`config.mk`:
```
export PLATFORM = sky130hd
export DESIGN_NAME = tag_ram_nway
export DESIGN_NICKNAME = d
export VERILOG_FILES = /design/src/rtl/tag_ram_nway.sv
export SDC_FILE = /design/constraint.sdc
export NUM_CORES = 1
export LEC_CHECK = 0
export CORE_ASPECT_RATIO = 0.7
export CORE_MARGIN = 4
export CORE_UTILIZATION = 55
export DETAILED_ROUTE_END_ITERATION = 10
export PLACE_DENSITY = 0.76
export SYNTH_ARGS = -nofsm -noshare
export SYNTH_HDL_FRONTEND = slang
export SYNTH_SLANG_ARGS = --single-unit
```
`constraint.sdc`:
```
create_clock -name i_clock -period 4.4 [get_ports i_clock]
set_input_delay 0.88 -clock i_clock [delete_from_list [all_inputs] [get_ports i_clock]]
set_output_delay 0.88 -clock i_clock [all_outputs]
set_load 0.02 [all_outputs]
```
`src/rtl/tag_ram_nway.sv`:
```
// -----------------------------------------------------------------------------
// tag_ram_nway
//
// N-way cache tag store. It has a synchronous (registered) read, a one-cycle tag
// compare and a built-in valid-bit clear sequencer.
//
// A lookup presents an index and a tag. One cycle later it returns:
//   - per-way hit flags
//   - the stored tags at that index
//   - the stored valid bits at that index
//
// Tags are written or invalidated per way (one-hot or multi-hot select).
//
// After reset, a sequencer walks every index and clears all valid bits. This
// takes DEPTH cycles. No preload file is needed.
//
// Optional feature: define TAG_RAM_BYPASS_EN to forward a same-cycle write or
// invalidate (to the looked-up index) into the lookup result. With the macro
// undefined, the result is read-before-write and there is no forwarding logic.
//
// Parameters:
//   AWIDTH  index width, DEPTH = 1 << AWIDTH
//   TWIDTH  tag width
//   WAYS    number of ways (1..8)
//
// Ports:
//   i_clock          single clock, rising edge
//   i_reset          synchronous active-high reset
//   o_busy           high while the clear sequencer runs (requests ignored)
//   i_lookup_valid   lookup request
//   i_lookup_addr    lookup index
//   i_lookup_tag     tag to compare
//   o_result_valid   1-cycle pulse, one cycle after an accepted lookup
//   o_hit            OR of o_hit_way
//   o_hit_way        per-way match (valid and tag equal)
//   o_rd_tags        stored tags, way w at [w*TWIDTH +: TWIDTH]
//   o_rd_valid       stored valid bits
//   i_wr_en          write i_wr_tag into the selected ways, set their valid bits
//   i_inv_en         clear the valid bits of the selected ways (wins over i_wr_en)
//   i_wr_way         way select for write/invalidate
//   i_wr_addr        write/invalidate index
//   i_wr_tag         tag data
// -----------------------------------------------------------------------------
module tag_ram_nway #(
    parameter int AWIDTH = 3,
    parameter int TWIDTH = 14,
    parameter int WAYS   = 2
) (
    input  logic                     i_clock,
    input  logic                     i_reset,
    output logic                     o_busy,
    input  logic                     i_lookup_valid,
    input  logic [AWIDTH-1:0]        i_lookup_addr,
    input  logic [TWIDTH-1:0]        i_lookup_tag,
    output logic                     o_result_valid,
    output logic                     o_hit,
    output logic [WAYS-1:0]          o_hit_way,
    output logic [WAYS*TWIDTH-1:0]   o_rd_tags,
    output logic [WAYS-1:0]          o_rd_valid,
    input  logic                     i_wr_en,
    input  logic                     i_inv_en,
    input  logic [WAYS-1:0]          i_wr_way,
    input  logic [AWIDTH-1:0]        i_wr_addr,
    input  logic [TWIDTH-1:0]        i_wr_tag
);

    localparam int DEPTH = 1 << AWIDTH;
    localparam logic [AWIDTH-1:0] LAST_IDX = AWIDTH'(DEPTH - 1);

    // State   | meaning
    // --------+----------------------------------------------------------
    // ST_CLEAR| sequencer clears valid bits at r_clr_cnt, requests ignored
    // ST_READY| normal operation, lookups/writes/invalidates accepted
    typedef enum logic {
        ST_CLEAR = 1'b0,
        ST_READY = 1'b1
    } state_t;

    state_t              r_state;
    state_t              w_state_nxt;
    logic [AWIDTH-1:0]   r_clr_cnt;
    logic [AWIDTH-1:0]   w_clr_cnt_nxt;
    logic                w_busy;

    logic                w_lk_acc;
    logic                w_wr_acc;
    logic                w_inv_acc;

    logic [WAYS-1:0]     r_valid   [DEPTH];
    logic [TWIDTH-1:0]   r_tag_mem [WAYS][DEPTH];

    logic [WAYS-1:0]     w_fwd_valid;
    logic [TWIDTH-1:0]   w_fwd_tag [WAYS];

    logic                r_result_valid;
    logic [TWIDTH-1:0]   r_cmp_tag;
    logic [WAYS-1:0]     r_rd_valid;
    logic [TWIDTH-1:0]   r_rd_tag [WAYS];
    logic [WAYS-1:0]     w_hit_way;

    // ------------------------------------------------------------------
    // Clear sequencer FSM
    // ------------------------------------------------------------------
    always_ff @(posedge i_clock) begin
        if (i_reset) begin
            r_state   <= ST_CLEAR;
            r_clr_cnt <= '0;
        end else begin
            r_state   <= w_state_nxt;
            r_clr_cnt <= w_clr_cnt_nxt;
        end
    end

    always_comb begin
        w_state_nxt   = r_state;
        w_clr_cnt_nxt = r_clr_cnt;
        w_busy        = 1'b0;
        case (r_state)
            ST_CLEAR: begin
                w_busy        = 1'b1;
                w_clr_cnt_nxt = r_clr_cnt + 1'b1;
                if (r_clr_cnt == LAST_IDX) begin
                    w_state_nxt = ST_READY;
                end
            end
            ST_READY: begin
                w_busy = 1'b0;
            end
            default: begin
                w_state_nxt = ST_CLEAR;
                w_busy      = 1'b1;
            end
        endcase
    end

    assign o_busy = w_busy;

    // Nothing is accepted on a reset edge, so a request coinciding with reset
    // cannot leak into the restarted clear sequence.
    assign w_lk_acc  = i_lookup_valid && !w_busy && !i_reset;
    assign w_inv_acc = i_inv_en       && !w_busy && !i_reset;
    assign w_wr_acc  = i_wr_en && !i_inv_en && !w_busy && !i_reset;

    // ------------------------------------------------------------------
    // Valid bits: cleared by the sequencer, else invalidate beats write.
    // The array has no reset; the sequencer is what initialises it.
    // ------------------------------------------------------------------
    always_ff @(posedge i_clock) begin
        if (!i_reset && (r_state == ST_CLEAR)) begin
            r_valid[r_clr_cnt] <= '0;
        end else if (w_inv_acc) begin
            r_valid[i_wr_addr] <= r_valid[i_wr_addr] & ~i_wr_way;
        end else if (w_wr_acc) begin
            r_valid[i_wr_addr] <= r_valid[i_wr_addr] | i_wr_way;
        end
    end

    // ------------------------------------------------------------------
    // Tag arrays. There is no reset; tags are meaningless until written.
    // ------------------------------------------------------------------
    always_ff @(posedge i_clock) begin
        for (int w = 0; w < WAYS; w++) begin
            if (w_wr_acc && i_wr_way[w]) begin
                r_tag_mem[w][i_wr_addr] <= i_wr_tag;
            end
        end
    end

    // ------------------------------------------------------------------
    // Read data selection (with optional same-index forwarding)
    // ------------------------------------------------------------------
    always_comb begin
        w_fwd_valid = r_valid[i_lookup_addr];
        for (int w = 0; w < WAYS; w++) begin
            w_fwd_tag[w] = r_tag_mem[w][i_lookup_addr];
        end
`ifdef TAG_RAM_BYPASS_EN
        if (i_wr_addr == i_lookup_addr) begin
            if (w_inv_acc) begin
                // The tag stays as stored; only the valid bit is forwarded.
                w_fwd_valid = w_fwd_valid & ~i_wr_way;
            end else if (w_wr_acc) begin
                w_fwd_valid = w_fwd_valid | i_wr_way;
                for (int w = 0; w < WAYS; w++) begin
                    if (i_wr_way[w]) begin
                        w_fwd_tag[w] = i_wr_tag;
                    end
                end
            end
        end
`endif
    end

    // ------------------------------------------------------------------
    // Registered read stage. Results are held until the next accepted
    // lookup; only result_valid pulses.
    // ------------------------------------------------------------------
    always_ff @(posedge i_clock) begin
        if (i_reset) begin
            r_result_valid <= 1'b0;
            r_cmp_tag      <= '0;
            r_rd_valid     <= '0;
            for (int w = 0; w < WAYS; w++) begin
                r_rd_tag[w] <= '0;
            end
        end else begin
            r_result_valid <= w_lk_acc;
            if (w_lk_acc) begin
                r_cmp_tag  <= i_lookup_tag;
                r_rd_valid <= w_fwd_valid;
                for (int w = 0; w < WAYS; w++) begin
                    r_rd_tag[w] <= w_fwd_tag[w];
                end
            end
        end
    end

    // Compare sits after the read registers, so a multi-way match simply
    // sets several bits; nothing flags it.
    genvar g;
    generate
        for (g = 0; g < WAYS; g++) begin : g_way
            assign w_hit_way[g] = r_rd_valid[g] && (r_rd_tag[g] == r_cmp_tag);
            assign o_rd_tags[g*TWIDTH +: TWIDTH] = r_rd_tag[g];
        end
    endgenerate

    assign o_result_valid = r_result_valid;
    assign o_hit_way      = w_hit_way;
    assign o_hit          = |w_hit_way;
    assign o_rd_valid     = r_rd_valid;

endmodule

```
=== Yosys cells after proc, flatten, opt, wreduce, memory -nomap -nowiden ===
Memory sizes are Yosys's and may differ from the RTL's. A register that Yosys moved wholly into a read port is not among the register bits.
Index checks and enable logic that the tools add are counted.

* Eq/ne operators: 3
* Reductions and logical operators: 18
* Bitwise logic cells: 9
* Magnitude comparators: 3
* Mux-type cells: 35
* $add $sub $neg: 1

{| class="wikitable"
|+ Operators by type and width
! operator !! number
|-
| 112-bit two-way mux || 2
|-
| 14-bit two-way mux || 7
|-
| 14-bit binary-select mux with 3-bit select || 2
|-
| 14-bit demux with 3-bit select || 1
|-
| 14-bit equality test || 2
|-
| 1-bit two-way mux || 19
|-
| 1-bit logical AND || 13
|-
| 4-bit greater-or-equal comparator, second input constant || 2
|-
| 3-bit inverter with 4-bit output || 2
|-
| 4-bit by 1-bit less-than comparator with 1-bit output, second input constant || 1
|-
| 2-bit two-way mux || 2
|-
| 2-bit OR reduction || 2
|-
| 3-bit by 1-bit adder with 3-bit output, second input constant || 1
|-
| 3-bit equality test, second input constant || 1
|-
| 1-bit logical NOT || 3
|-
| 3-bit two-way mux || 1
|-
| 1-bit bitwise OR || 3
|-
| 2-bit AND || 1
|-
| 2-bit inverter || 1
|-
| 2-bit bitwise OR || 1
|-
| 1-bit case mux with 2 select lines || 1
|-
| 1-bit inverter || 1
|}

* Output and inout port bits: 35
* Bits of input ports: 41
* Memories kept: 3
* Memory bits (writable): 268
* Word-level logic and storage cells: 76
* Register bits after elaboration: 19

{| class="wikitable"
|+ Memories
! name !! words !! bits a word !! read ports !! clocked after memory_dff !! write ports !! line !! source
|-
| r_tag_mem || 2 || 112 || 2 || 0 || 2 || 90 || <nowiki>logic [TWIDTH-1:0] r_tag_mem [WAYS][DEPTH];</nowiki>
|-
| r_rd_tag || 2 || 14 || 2 || 0 || 2 || 98 || <nowiki>logic [TWIDTH-1:0] r_rd_tag [WAYS];</nowiki>
|-
| r_valid || 8 || 2 || 2 || 1 || 1 || 89 || <nowiki>logic [WAYS-1:0] r_valid [DEPTH];</nowiki>
|}

=== Depth between registers and ports, before layout ===
Gate-level depths: netlist of run 1.

* Depth in word-level cells: 12
* Depth in mapped cells: 5
* Mapped depth without buffers: 5

=== Worst setup path after synthesis of run 1 ===
Ideal clock, no wire load.

* Path kind: input-to-reg
* Start point: in i_reset
* End point: mem r_tag_mem[0][210] (netlist bit), enable pin
* Cell stages on the path: 4
* Library setup time: 0.421 ns
* Buffers on the path: 1
* Setup slack: 1.073 ns
* Data required time: 3.979 ns
* Arrival: 2.906 ns
* Path through: buf_2 and4bb_2 nand2_1 nor4_1

{| class="wikitable"
|+ RTL lines
! item !! line !! source
|-
| start: declaration || 50 || <nowiki>input logic i_reset,</nowiki>
|-
| end: declaration || 90 ||
|}

==> out/metrics.csv, run 1 <==
metric,value,unit
status,"complete, no violations",
whs_path_depth,2,
synth_edf_count,268,
total_leakage_power,4.37,nW
r2r_end,r_rd_tag[0][24]$_SDFFCE_PN0P_,
regArea,8470,um^2
routed_wirelength,23900,um
avgViaCountPerCell,6.05,
period_share,75.0,%
hpwl,15400,um
hold_path_class,reg2reg,
diodes,0,
dr.pass1.iters,5,
grt.overflow.total,0,
cts_sinks,289,
synthFlopType,edfxtp_1,
pre_cts_slack,1.19,ns
die_w,180,um
yosys_warnings,0,
tightest_slew,1.08,ns
layout_setup_ws,1.10,ns
clock.fmax,0.303,GHz
clock_path_buffers,3,
cp.required,3.52,ns
clk_pin_slew,0.06,ns
ir_worst_vdd,0.000305,V
synth_area_per_cell,19.9,um^2
io_buffers,75,
slew_headroom,28.2,%
ios,76,
cts_tree,done,
hold_violations,0,
place_inst,912,
drtIter0Drc,534,
endpoint_kind,output port,
skew,0.00962,ns
slew_viol_final,0,
async_flop_share,0,%
syn2layout_area_growth,17.2,%
num-nets-final,713,
dr_total_vias,5804,
setup_tns,0,ns
grt_max_degree,35,
setup.worst_path.class,reg2out,
r2r_slack,2.23,ns
drv_cap,0,
insertion_delay,0.53,ns
postCtsSetupBuffers,0,
synth-seq-cells,289,
synth_cell_types,45,
fillers,1305,
avgRoutedWirePerCell,24.9,um
gp_congestion,0.895,
final_core_util,66.5,%
r2r-start,r_state$_SDFF_PP0_,
setup_viol,0,
holdCritStartpoint,o_rd_valid[1]$_SDFFE_PP0P_,
worstPathMaxFanout,2,
grt_pass1_vias,5938,
grt_pass1_wl,36600,um
syn_area,11400,um^2
die-area,23200,um^2
reg2reg_depth,2,
h-tree-depth,1,
cts_root_buffer,clkbuf_16,
synthesis.nets,618,
crit_path_start_kind,flip-flop,
min_to,o_rd_valid[1]$_SDFFE_PP0P_,
layout_min_cycle_time,3.30,ns
grt_use_total,20.8,%
antenna_left,0,
core-area,20100,um^2
multi_input_area,2800,um^2
cts_resized,0,
synthCells,575,
rsz0062_at_grt,false,
start_util,56.7,%
antenna_found_initial,0,
instances_no_fill,959,
yosysSeqAreaShare,74.2,%
drive_gt1_share,20.6,%
p_per_area,418,nW/um^2
cts_buffers,26,
drc,0,
num_rows,43,
cts_hold_buf,0,
die_h,129,um
cp.arrival,2.42,ns
-- how the worst max path moves through the flow --
stage | startpoint | to | slack (ns)
3_3_place_gp | i_reset | r_rd_tag[0][18]$_SDFFCE_PN0P_ | 1.30
2_1_floorplan | i_reset | r_tag_mem[0][210]$_DFFE_PP_ | 1.07
3_5_place_dp | i_reset | r_rd_tag[0][24]$_SDFFCE_PN0P_ | 1.19
4_1_cts | r_rd_tag[0][5]$_SDFFCE_PN0P_ | o_hit | 1.07
5_1_grt | r_rd_tag[0][11]$_SDFFCE_PN0P_ | o_hit | 0.96
6_report | r_rd_tag[0][5]$_SDFFCE_PN0P_ | o_hit | 1.10
-- per-stage QoR --
stage	hold slack, ns	area [um^2]	total power, W
floorplan	0.470	11400	0.00325
global placement	0.487	12500	0.00337
detailed placement	0.496	12500	0.00338
CTS	0.504	13400	0.00563
global route	0.534	13400	0.00578
finish	0.508	13400	0.00560
-- state kept, by name, summed over array words and instances (netlist names) --
signal / count
o_result_valid: 1
r_cmp_tag: 14
r_clr_cnt: 3
r_rd_tag: 28
r_state: 1
r_tag_mem: 224
o_rd_valid: 2
r_valid: 16
-- layout make-up --
cell class | instances | share of cell area, %
flip-flops and latches | 289 | 63.3
multi-input cells | 253 | 20.9
repair buffers | 95 | 6.73
clock buffers | 31 | 5.08
well taps | 270 | 2.52
clock inverters | 16 | 1.37
inverters | 5 | 0.140
-- worst max-delay path: stages, from the launching register on --
cell and delay, ns:
edfxtp_1 0.44, xnor2_1 0.17, nand3_1 0.10, nor4_1 0.42, or2_2 0.18, clkdlybuf4s50_1 0.59
-- placed cells by master (no fill, tap or decap), drive strengths merged, types with 4 or more instances in the layout --
master and instances:
nand2 9, buf 23, a22o 14, mux4 60, mux2i 37, nand4 6
edfxtp 268, dfxtp 21, clkdlybuf4s50 72, nor2 40, clkbuf 31, nor3 11
nor4 4, a21oi 5, clkinv 12, bufinv 4, nand3 5, inv 5
xnor2 28
-- logic make-up after synthesis --
family                   count (synthesis)  share of synthesized area, %
flip-flops                             289                          74.2
buffers and inverters                   33                          1.81
multiplexers                            99                          15.5
AND/OR/NAND/NOR                         93                          4.12
XOR/XNOR                                28                          2.15
AO/OA/AOI/OAI                           31                          2.05
adder cells (fa/ha/maj)                  2                         0.219
-- metal layers --
| metal | vias to the layer above | wire length (um) | share of wire [%] | global-route usage (%) |
|---|---|---|---|---|
| li1 | 2510 | - | - | - |
| met1 | 2980 | 10500 | 44 | 30.8 |
| met2 | 278 | 10800 | 45 | 32.0 |
| met3 | 36 | 2180 | 9.1 | 6.13 |
| met4 | 0 | 409 | 1.7 | 3.82 |
| met5 | - | 0 | 0 | 0 |
-- power by group --
| group | switching, W | internal (W) | total, W |
|---|---|---|---|
| Combinational | 0.000162 | 0.000133 | 0.000295 |
| Sequential | 0.0000155 | 0.00301 | 0.00303 |
| Clock | 0.000939 | 0.00133 | 0.00227 |
| Total | 0.00112 | 0.00448 | 0.00560 |
-- cells in the mapped netlist (3+ instances only) --
cell / instances / share of area [%]
buf_2: 8 / 0.35
buf_4: 3 / 0.20
xnor2_1: 28 / 2.1
nor3_1: 11 / 0.48
nand3_1: 5 / 0.22
dfxtp_1: 21 / 3.7
nand2_1: 9 / 0.30
nand4_1: 6 / 0.33
buf_6: 6 / 0.59
inv_1: 4 / 0.13
clkbuf_1: 7 / 0.23
nor4_1: 4 / 0.22
mux2i_1: 35 / 3.1
nor2_1: 40 / 1.3
and3b_1: 3 / 0.23
a21oi_1: 4 / 0.18
edfxtp_1: 268 / 70
buf_1: 3 / 0.099
a22o_1: 14 / 1.1
and3_1: 3 / 0.16
mux4_2: 60 / 12
(Power assumes the default switching activity.)
==> run 2, diff against run 1 <==
==> constraint.sdc (replaced) <==
create_clock -name i_clock -period 3.1 [get_ports i_clock]
set_input_delay 0.62 -clock i_clock [delete_from_list [all_inputs] [get_ports i_clock]]
set_output_delay 0.62 -clock i_clock [all_outputs]
set_load 0.02 [all_outputs]
==> run 2 against run 1 <==
Net effect: combinational power increased by 48%; non-clock buffer count increased by 8; via count increased by 0.29%; worst hold slack improved by 0.011 ns; cell count increased by 0.83%; core utilization increased by 0.35 points; clock power increased by 37%; die area unchanged; global-route usage about the same; worst setup slack got worse by 0.95 ns; flip-flop and latch count unchanged; critical path depth unchanged; critical endpoint unchanged; largest cell class unchanged; highest routed layer unchanged.
==> out/metrics.csv, run 2 (synthesis results as in run 1) <==
metric,value,unit
status,"complete, no violations",
setup.worst_path.class,reg2out,
h-tree-depth,1,
clk_pin_slew,0.07,ns
dr_total_vias,5821,
cts_tree,done,
num-nets-final,721,
core-area,20100,um^2
grt_use_total,20.8,%
total_leakage_power,4.40,nW
hold_path_class,reg2reg,
final_core_util,66.9,%
routed_wirelength,23900,um
sequentialPowerShare,54.7,%
antenna_left,0,
cts_hold_buf,0,
avgRoutedWirePerCell,24.7,um
hold_violations,0,
grt_max_degree,46,
r2r-start,r_state$_SDFF_PP0_,
top_regs,"r_tag_mem: 224 flops, r_rd_tag: 28 flops, r_valid: 16 flops",
slew_viol_final,0,
period_share,95.2,%
p_per_area,583,nW/um^2
die_h,129,um
crit_path_start_kind,flip-flop,
crit_start,r_rd_tag[0][26]$_SDFFCE_PN0P_,
die_w,180,um
cp.required,2.48,ns
num_rows,43,
hpwl,15900,um
grt_pass1_wl,36500,um
diodes,0,
drtIter0Drc,611,
ios,76,
drv_cap,0,
p_switching,0.00160,W
ir_worst_vdd,0.000474,V
clock_power_share,39.7,%
r2r_end,r_tag_mem[0][212]$_DFFE_PP_,
clock_path_buffers,3,
cts_buffers,26,
io_buffers,75,
cts_sinks,289,
r2r_slack,0.96,ns
final_common_cell,edfxtp_1,
endpoint_kind,output port,
critPathCapture,o_hit,
rsz0062_at_grt,false,
insertion_delay,0.54,ns
die-area,23200,um^2
setup_tns,0,ns
slew_headroom,42.0,%
cts_root_buffer,clkbuf_16,
avgViaCountPerCell,6.02,
tightest_slew,0.870,ns
largest-register,r_tag_mem,
p_sw_share,20.4,%
worstPathMaxFanout,2,
grt.overflow.total,0,
drc,0,
dr.pass1.iters,5,
holdCritStartpoint,r_clr_cnt[0]$_SDFFE_PP0N_,
combPwrFrac,5.6,%
reg2reg_depth,4,
final_cell_mix,"268 x edfxtp_1, 72 x clkdlybuf4s50_1, 60 x mux4_2",
postCtsSetupBuffers,0,
setup_viol,0,
antenna_found_initial,0,
drive_gt1_share,22.0,%
start_util,56.7,%
largest_register_ff_count,224,
clock.fmax,0.339,GHz
layout_min_cycle_time,2.95,ns
grt_pass1_vias,5813,
cp.arrival,2.33,ns
p_int,0.00625,W
skew,0.0166,ns
gp_congestion,0.926,
syn2layout_area_growth,17.9,%
run 2: cell count changes in the layout (fill, tap and decap cells not counted):
cell        change
buf_4           +6
clkinv_1        -4
clkbuf_1        +3
buf_12          +2
bufinv_16       -2
nor4_1          -2
nor4_2          +2
clkbuf_8        +1
clkinv_8        +1
clkinvlp_4      +1
run 2: per-layer routing:
metal	vias up	share of wire (%)	global-route usage, %
li1	2527	-	-
met3	38	10	6.81
met2	274	43	29.7
met4	0	1.8	4.36
met5	-	0	0
met1	2982	45	32.1
run 2: how the worst min path moves through the flow:
stage,to,slack (ns),cells after the start
final,r_clr_cnt[0]$_SDFFE_PP0N_,0.52,2
after CTS,r_clr_cnt[0]$_SDFFE_PP0N_,0.52,2
after detailed placement,r_clr_cnt[0]$_SDFFE_PP0N_,0.51,2
after floorplan,r_clr_cnt[0]$_SDFFE_PP0N_,0.47,2
after global routing,o_rd_valid[1]$_SDFFE_PP0P_,0.55,2
after global placement,r_clr_cnt[0]$_SDFFE_PP0N_,0.48,2
run 2: timing repair:
| action | 4_1_cts | 5_1_grt |
|---|---|---|
| resized for setup | 0 | 2 |
| endpoints found under the setup margin | 0 | 1 |
| endpoints found under the hold margin | 0 | 0 |
run 2: cell type report:
cell class,instances,area [um^2]
fill,1278,6670
sequential,289,8470
multi-input combinational,253,2810
clock inverter,12,133
clock buffer,35,704
inverter,5,18.8
timing repair buffer,103,986
tap,270,338
run 2: worst max-delay path, stage by stage, from the launching register on:
cell	delay, ns
edfxtp_1	0.42
xnor2_1	0.20
nand3_1	0.13
nor4_2	0.30
or2_2	0.15
clkdlybuf4s50_1	0.60
run 2: through the flow:
stage                     hold slack [ns]  cell area, um^2  cells  worst slack (ns)  power, W
after floorplan                     0.470            11400    575            0.0331   0.00461
after global placement              0.485            12600    920             0.463   0.00480
after detailed placement            0.510            12600    920             0.477   0.00482
after CTS                           0.521            13400    967            0.0673   0.00792
after global routing                0.548            13500    967           0.00417   0.00811
final                               0.520            13500    967             0.148   0.00785
run 2: power by group through the flow:
stage | Sequential [W] | Clock [W] | Combinational (W)
global placement | 0.00438 | 0 | 0.000424
global route | 0.00430 | 0.00335 | 0.000467
CTS | 0.00430 | 0.00318 | 0.000438
finish | 0.00430 | 0.00312 | 0.000438
detailed placement | 0.00438 | 0 | 0.000437
floorplan | 0.00439 | 0 | 0.000222
